## src/rtl/comp_pkg.sv

```systemverilog
// Shared definitions for the serial number-format converters:
// FSM encoding, default word width and a counter-width helper.
package comp_pkg;

  typedef enum logic [1:0] {
    IDLE  = 2'd0,
    SHIFT = 2'd1,
    DONE  = 2'd2
  } state_t;

  localparam int COMP_W = 8;

  // Bits needed to count 0..v-1; never less than one.
  function automatic int clog2(input int v);
    int r;
    r = 0;
    for (int i = 0; i < 32; i++)
      if ((1 << r) < v) r = r + 1;
    return (r < 1) ? 1 : r;
  endfunction

endpackage

```

## src/rtl/serial_neg_bit.sv

```systemverilog
// One bit of LSB-first two's-complement negation: bits pass through up to
// and including the first 1, every later bit is inverted.
module serial_neg_bit (
  input  logic data_bit,
  input  logic sign,
  input  logic seen_one,
  output logic res_bit,
  output logic seen_one_next
);

  assign res_bit       = (sign && seen_one) ? ~data_bit : data_bit;
  assign seen_one_next = seen_one | data_bit;

endmodule

```

## src/rtl/tc2sm_serial.sv

```systemverilog
// Bit-serial two's-complement to sign-magnitude converter with valid/ready
// on both sides; one word in flight, W shift cycles per word.
module tc2sm_serial
  import comp_pkg::*;
#(
  parameter int W = COMP_W
) (
  input  logic         clk,
  input  logic         rst,
  input  logic [W-1:0] in_data,
  input  logic         in_valid,
  output logic         in_ready,
  output logic [W-1:0] out_data,
  output logic         out_ovf,
  output logic         out_valid,
  input  logic         out_ready
);

  localparam int CW = clog2(W);

  state_t         state, state_nxt;
  logic [W-1:0]   sreg;
  logic [W-2:0]   mag;
  logic [W-1:0]   mag_nxt;
  logic [CW-1:0]  cnt;
  logic           sign, seen_one;
  logic           res_bit, seen_nxt;
  logic           accept, last;

  serial_neg_bit u_neg (
    .data_bit      (sreg[0]),
    .sign          (sign),
    .seen_one      (seen_one),
    .res_bit       (res_bit),
    .seen_one_next (seen_nxt)
  );

  // Only W-1 magnitude bits are stored; the W-th result bit goes straight
  // into the overflow flag on the final shift.
  assign mag_nxt = {res_bit, mag};
  assign accept  = in_valid && in_ready;
  assign last    = (state == SHIFT) && (cnt == CW'(W - 1));

  always_ff @(posedge clk) begin
    if (rst) state <= IDLE;
    else     state <= state_nxt;
  end

  always_comb begin
    state_nxt = state;
    in_ready  = 1'b0;
    out_valid = 1'b0;
    case (state)
      IDLE: begin
        in_ready = !rst;
        if (accept) state_nxt = SHIFT;
      end
      SHIFT: if (last) state_nxt = DONE;
      DONE: begin
        out_valid = 1'b1;
        if (out_ready) state_nxt = IDLE;
      end
      default: state_nxt = IDLE;
    endcase
  end

  always_ff @(posedge clk) begin
    if (rst) begin
      sreg     <= '0;
      mag      <= '0;
      cnt      <= '0;
      sign     <= 1'b0;
      seen_one <= 1'b0;
      out_data <= '0;
      out_ovf  <= 1'b0;
    end else begin
      if (accept) begin
        sreg     <= in_data;
        sign     <= in_data[W-1];
        cnt      <= '0;
        seen_one <= 1'b0;
      end
      if (state == SHIFT) begin
        sreg     <= sreg >> 1;
        mag      <= mag_nxt[W-1:1];
        seen_one <= seen_nxt;
        cnt      <= cnt + CW'(1);
      end
      if (last) begin
        out_data <= {sign, mag_nxt[W-2:0]};
        out_ovf  <= sign & res_bit;
      end
    end
  end

endmodule

```

## config.mk

```make
export PLATFORM = sky130hd
export DESIGN_NAME = tc2sm_serial
export DESIGN_NICKNAME = d
export VERILOG_FILES = /design/src/rtl/comp_pkg.sv /design/src/rtl/serial_neg_bit.sv /design/src/rtl/tc2sm_serial.sv
export SDC_FILE = /design/constraint.sdc
export NUM_CORES = 1
export LEC_CHECK = 0
export ABC_AREA = 1
export BUFFER_PORTS_ARGS = -buffer_cell sky130_fd_sc_hd__buf_2
export CORE_MARGIN = 4
export CORE_UTILIZATION = 58
export CTS_BUF_LIST = sky130_fd_sc_hd__clkbuf_16
export DETAILED_ROUTE_END_ITERATION = 16
export GPL_TIMING_DRIVEN = 0
export PLACE_DENSITY = 0.82
export SYNTH_ARGS = -nofsm -noshare
export SYNTH_HDL_FRONTEND = slang
export SYNTH_SLANG_ARGS = --single-unit
```

## constraint.sdc

```tcl
create_clock -name clk -period 2 [get_ports clk]
set_input_delay 0.2 -clock clk [delete_from_list [all_inputs] [get_ports clk]]
set_output_delay 0.2 -clock clk [all_outputs]
set_load 0.005 [all_outputs]
```

==> results of run 1 <==
layer usage:
layer / global-route usage (%) / part of all wire (%) / vias to the layer above
met1: 24.4 / 42 / 582
met5: 0 / 0 / -
met2: 33.4 / 49 / 46
li1: - / - / 653
met3: 7.47 / 8.1 / 9
met4: 7.62 / 1.5 / 0
worst max-delay path by stage:
stage,slack (ns),cells past startpoint,to
floorplan,0.84,6,out_data[0]$_SDFFE_PP0P_
global placement,0.77,6,out_data[0]$_SDFFE_PP0P_
detailed placement,0.72,6,out_data[2]$_SDFFE_PP0P_
CTS,0.71,6,out_data[2]$_SDFFE_PP0P_
global route,0.62,6,out_data[1]$_SDFFE_PP0P_
finish,0.70,6,out_ovf$_SDFFE_PP0P_
sequential cells by signal, summed over array words and instances (netlist names):
signal	count
seen_one	1
cnt	3
out_ovf	1
mag	7
out_data	8
sign	1
sreg	8
state	2
placed cells by master (no fill, tap or decap):
cell / n
a21oi_1: 23
a21oi_2: 1
buf_2: 22
buf_4: 4
buf_6: 5
clkbuf_1: 1
clkbuf_16: 5
clkinv_2: 2
dfxtp_1: 31
ha_1: 2
inv_1: 14
inv_2: 1
inv_4: 2
nand2_1: 48
nand2_4: 1
nand3_1: 18
nand3_2: 1
nand3_4: 1
nand4_1: 1
nor2_1: 23
nor2_2: 1
nor3_1: 1
o21ai_0: 8
o21ai_1: 1
per-stage QoR:
step | cell area [um^2] | hold slack (ns) | setup slack [ns] | util (%)
2_1_floorplan | 1390 | 0.375 | 0.840 | -
3_3_place_gp | 1530 | 0.439 | 0.773 | 67.8
3_5_place_dp | 1530 | 0.452 | 0.715 | 67.8
4_1_cts | 1670 | 0.171 | 0.707 | 73.9
5_1_grt | 1670 | 0.183 | 0.619 | 73.9
6_report | 1670 | 0.170 | 0.700 | 73.9
cell type report:
class | count | area share (%)
flip-flops and latches | 31 | 37.2
multi-input cells | 130 | 36.4
clock buffers | 5 | 7.51
repair buffers | 21 | 6.31
plain buffers | 11 | 5.71
inverters | 16 | 3.98
well taps | 28 | 2.10
clock inverters | 3 | 0.751
power groups by stage:
stage / logic, mW / clock network, mW / registers (mW)
2_1_floorplan: 0.121 / 0 / 0.679
3_3_place_gp: 0.150 / 0 / 0.682
3_5_place_dp: 0.158 / 0 / 0.684
4_1_cts: 0.159 / 0.706 / 0.672
5_1_grt: 0.181 / 0.731 / 0.676
6_report: 0.160 / 0.699 / 0.673
cells in the mapped netlist, drive strengths merged:
library cell  count
nand3            20
a21oi            24
nor2             24
inv              15
nand4             1
o21ai             9
nand2            49
dfxtp            31
buf              10
clkbuf            1
ha                2
nor3              1
clkinv            1
cell families after synthesis:
group,Yosys count,share of synthesized area (%)
buffers and inverters,27,11.6
adder cells (fa/ha/maj),2,1.80
AO/OA/AOI/OAI,33,12.2
AND/OR/NAND/NOR,95,29.7
flip-flops,31,44.7
worst max-delay path, delay by kind of cell, from the launching register on:
family	cells	cell delay [ns]
buffers and inverters	1	0.14
adder cells (fa/ha/maj)	2	0.43
flip-flops	1	0.32
AO/OA/AOI/OAI	1	0.16
AND/OR/NAND/NOR	2	0.17
==> summary.txt, run 1 <==
Yosys
  • Syn avg cell area: 7.39 um^2
  • Post-synth top area cell: dfxtp_1
  • Register area share after synthesis: 44.7%
  • Largest cells by area after synthesis: dfxtp_1 45%, nand2_1 13%, a21oi_1 8.3%, nand3_1 6.5%, nor2_1 6.2%
  • Yosys cell types: 23
  • Mapped Nets: 202
  • Cell count after synthesis: about 190
  • Post-synthesis register bit count: 31
  • Top-area cell type share of the netlist area: 44.7%
  • Mapped cell area: around 1400 um^2
  • Synthesis Warnings: 0

Global route
  • Initial antenna violation count: 0
  • Total GRT Usage: roughly 20%
  • Grt ovf: 0
  • Vias in the first global route: about 1200
  • First-pass GRT wire length: approximately 5200 um
  • Largest net degree at the start of global routing: 11

STA
  • Final period utilization: 65.0%
  • Fmax: 769 MHz
  • Finish-stage setup viols: 0
  • RSZ-0062 raised after global routing: no
  • Relative max-transition margin: between 60% and 70%
  • Worst slew pin tran: about 0.48 ns
  • Fin Setup TNS: 0 ns
  • Final hold vios: 0
  • Post-route clock skew: between 0.003 and 0.004 ns
  • Minimum clock period: 1.30 ns
  • Max-slew violations: 0

Clock tree
  • Cts hold-fix bufs: 0
  • H-tree depth: 2
  • CTS tree: built
  • Clock Pin Slew Worst Setup and Hold Paths: 0.05 ns
  • Clock Path Buffers: 2
  • # Post-CTS Setup Buffers: 0
  • Clock Latency Late Sink: 0.27 ns
  • CTS Root Cell: clkbuf_16
  • Post-cts repair resize count: 0
  • CTS sink count: 31
  • Cts bufs inserted: 5

Drt
  • Via density: roughly 5.3
  • Routed length per instance: 12.7 um
  • Detail Route Antenna Nets: 0
  • TritonRoute pass-1 iters: 4
  • First-iteration detailed-routing DRC count: 75
  • DRC: 0
  • Via count: 1290
  • WL final: between 3000 and 4000 um

Critical path
  • CP startpoint: cnt[0]$_SDFFE_PP0P_
  • Worst path max stage delay: between 0.3 and 0.4 ns
  • Worst Setup Start Kind: register
  • Crit end category: register
  • Crit-path cells: ha_1 -> ha_1 -> nand3_4 -> buf_6 -> nand2_1 -> a21oi_1
  • Most numerous cell on the critical path: ha_1
  • Crit-path slowest cell: dfxtp_1
  • Worst r2r path cells: 6
  • Critical R2R Capture: out_ovf$_SDFFE_PP0P_
  • Worst Path Max Fanout: 10
  • CP Class: reg2reg
  • R2R Setup Slk: about 0.7 ns
  • Arrival @ worst endpoint: 1.50 ns
  • Reg2Reg Launch Point: cnt[0]$_SDFFE_PP0P_
  • CP Data Required Time: 2.20 ns

Cells and area
  • Area grow syn2layout: 20.0%
  • FF+latch area: about 620 um^2
  • Total Nets Final: 230
  • FILL cells: 181
  • Layout cells sized above 1: 21.2%
  • Multi-input gate area: about 610 um^2
  • N_diodes: 0
  • Finished Layout Cells: ~250

Power
  • Internal power: 1.17 mW
  • Net Sw Power: 367 uW
  • Sequential group share of total power: a little over two fifths
  • Net Sw Frac: 24.0%
  • Total power: 1.53 mW
  • Clock power frac: between 40% and 50%
  • Leak Pwr: roughly 0.8 nW
  • Maximum vdd drop: 780 uV
  • Comb pwr share: 10.5%
  • PD cells: 920 nW/um^2

Place
  • Final Wtd Congestion: 0.801
  • Placed insts: 237
  • Port-buffer cells: 21
  • Final HPWL DP: approximately 2100 um

Worst hold path
  • Worst Hold Launch: rst
  • Hold Path Class: in2reg
  • Min-Delay Endpoint: state[1]$_SDFFE_PP0P_
  • Hold depth: 2

Die
  • Core region area: 2250 um^2
  • Starting Density: 61.6%
  • Die Ht: 56.9 um
  • Die width: 56.9 um
  • Die Area: between 3000 and 4000 um^2
  • # rows: 17
  • Ports: 23

Job
  • Max-cap violations: 0

Outcome
  • Run status: finished clean
Power figures use the tool's default switching activity.
==> inputs of run 2 (changes only) <==
--- a/config.mk
+++ b/config.mk
@@ -8,11 +8,11 @@
 export ABC_AREA = 1
 export BUFFER_PORTS_ARGS = -buffer_cell sky130_fd_sc_hd__buf_2
 export CORE_MARGIN = 4
-export CORE_UTILIZATION = 58
+export CORE_UTILIZATION = 49
 export CTS_BUF_LIST = sky130_fd_sc_hd__clkbuf_16
 export DETAILED_ROUTE_END_ITERATION = 16
 export GPL_TIMING_DRIVEN = 0
-export PLACE_DENSITY = 0.82
+export PLACE_DENSITY = 0.74
 export SYNTH_ARGS = -nofsm -noshare
 export SYNTH_HDL_FRONTEND = slang
 export SYNTH_SLANG_ARGS = --single-unit
==> constraint.sdc (replaced) <==
create_clock -name clk -period 1.1 [get_ports clk]
set_input_delay 0.11 -clock clk [delete_from_list [all_inputs] [get_ports clk]]
set_output_delay 0.11 -clock clk [all_outputs]
set_load 0.005 [all_outputs]
==> summary.txt, run 2 (synthesis gave the netlist of run 1 again) <==
Outcome
  • Failing checks: setup timing
  • Run status: finished with violations

Cells and area
  • Total Nets Final: 236
  • Layout cells sized above 1: 34.1%
  • Final Util: about 70%
  • Most frequent cells in the layout: 42 x nand2_1, 27 x dfxtp_1, 23 x buf_2
  • N_diodes: 0
  • Largest registers: out_data x8, sreg x8, mag x7
  • FILL cells: approximately 210
  • Most common cell after layout, fill and taps aside: nand2_1
  • Area grow syn2layout: 37.4%

STA
  • Relative max-transition margin: 69.3%
  • Minimum clock period: 1.16 ns
  • Fin Setup TNS: -0.415 ns
  • Final hold vios: 0
  • Post-route clock skew: 0.00449 ns
  • Worst slew pin tran: 0.460 ns
  • Final WS setup: -0.0573 ns
  • Final period utilization: 105%
  • Max-slew violations: 0
  • Fmax: 864 MHz
  • RSZ-0062 raised after global routing: yes
  • Finish-stage setup viols: 12

Clock tree
  • CTS sink count: 31
  • CTS tree: built
  • CTS Root Cell: clkbuf_16
  • Clock Pin Slew Worst Setup and Hold Paths: 0.05 ns
  • Clock Latency Late Sink: approximately 0.27 ns
  • Cts bufs inserted: 5
  • H-tree depth: 2
  • Clock Path Buffers: 2

Critical path
  • Cell family with the largest share of critical-path delay: flip-flops
  • Crit-path cells: ha_4 -> ha_4 -> nand3_4 -> buf_6 -> nand2_1 -> a21oi_2
  • CP Class: reg2reg
  • Reg2Reg Launch Point: cnt[0]$_SDFFE_PP0P_
  • Critical R2R Capture: out_data[1]$_SDFFE_PP0P_
  • Arrival @ worst endpoint: 1.30 ns
  • CP Data Required Time: 1.24 ns
  • Crit end category: register
  • Crit-path slowest cell: dfxtp_2
  • Worst Setup Start Kind: register
  • Worst Path Max Fanout: 5
  • Worst r2r path cells: 6
  • R2R Setup Slk: -0.06 ns
  • Bufs and invs on worst path: 1
  • Most numerous cell on the critical path: ha_4
  • Worst path max stage delay: 0.35 ns

Worst hold path
  • Hold depth: 4
  • Min-Delay Endpoint: state[1]$_SDFFE_PP0P_
  • Hold Path Class: in2reg
  • Worst Hold Launch: out_ready

Die
  • Die width: 61.2 um
  • Starting Density: 50.8%
  • # rows: 19
  • Ports: 23
  • Core region area: between 2000 and 3000 um^2
  • Die Area: 3750 um^2
  • Die Ht: 61.2 um

Drt
  • First-iteration detailed-routing DRC count: 54
  • DRC: 0
  • Via density: ~5.2
  • Routed length per instance: 12.4 um
  • Via count: 1329
  • Detail Route Antenna Nets: 0
  • TritonRoute pass-1 iters: 5
  • WL final: 3150 um

Job
  • Max-cap violations: 0

Power
  • Leak Pwr: 0.834 nW
  • Maximum vdd drop: 1600 uV
  • Total power: 3.08 mW
  • PD cells: roughly 1600 nW/um^2

Global route
  • Initial antenna violation count: 0
  • Total GRT Usage: 17.2%
  • Largest net degree at the start of global routing: 11
  • Grt ovf: 0
  • First-pass GRT wire length: 4760 um
  • Vias in the first global route: 1087

Place
  • Final Wtd Congestion: around 0.8
  • Final HPWL DP: 2050 um
  • Port-buffer cells: 21
==> run 2: area by class of cell <==
| type | count | area (um^2) | share of cell area [%] |
|---|---|---|---|
| sequential | 31 | 631 | 33.0 |
| inverter | 16 | 75.1 | 3.93 |
| multi-input combinational | 130 | 726 | 38.0 |
| clock inverter | 3 | 38.8 | 2.03 |
| timing repair buffer | 27 | 168 | 8.79 |
| clock buffer | 5 | 125 | 6.56 |
| tap | 31 | 38.8 | 2.03 |
| buffer | 11 | 106 | 5.57 |
==> run 2: worst max path at each step <==
stage                              from                       end  slack [ns]  depth (start not counted)
detailed placement  cnt[0]$_SDFFE_PP0P_  out_data[4]$_SDFFE_PP0P_       -0.15                          6
global placement    cnt[0]$_SDFFE_PP0P_  out_data[6]$_SDFFE_PP0P_       -0.05                          6
floorplan           cnt[0]$_SDFFE_PP0P_  out_data[0]$_SDFFE_PP0P_       0.003                          6
CTS                 cnt[0]$_SDFFE_PP0P_  out_data[4]$_SDFFE_PP0P_       -0.07                          6
finish              cnt[0]$_SDFFE_PP0P_  out_data[1]$_SDFFE_PP0P_       -0.06                          6
global route        cnt[0]$_SDFFE_PP0P_  out_data[1]$_SDFFE_PP0P_       -0.12                          6
==> run 2: power by group <==
part,internal (mW),switching [mW]
Combinational,0.152,0.188
Clock,1.05,0.460
Sequential,1.18,0.0455
Total,2.39,0.694
==> run 2: per-layer routing <==
layer,share of wire (%),routed length [um],track usage [%],vias to the layer above
met2,46,1460,27.2,27
met5,0,0,0,-
li1,-,-,-,665
met3,4.5,141,3.77,7
met4,1.5,46,7.43,0
met1,48,1500,22.5,630
==> run 2: timing repair <==
| action | in CTS | in global routing |
|---|---|---|
| hold buffers | 0 | 0 |
| resized for setup | 21 | 23 |
| pin swaps | 10 | 7 |
| cloned | 1 | 2 |
| endpoints found under the setup margin | 24 | 33 |
| setup buffers | 0 | 3 |
==> run 2: worst register-to-register path, cell delays in order (launching register included) <==
cell and delay [ns]:
dfxtp_2 0.35, ha_4 0.14, ha_4 0.14, nand3_4 0.12, buf_6 0.16, nand2_1 0.07, a21oi_2 0.05
==> run 2: per-stage QoR <==
stage	std cells	setup WS (ns)	hold slack (ns)	cell area (um^2)
after global placement	240	-0.0502	0.358	1550
after CTS	249	-0.0672	0.0900	1780
after floorplan	188	0.00271	0.285	1400
final	254	-0.0573	0.0878	1910
after detailed placement	240	-0.153	0.368	1550
after global routing	254	-0.117	0.0964	1910
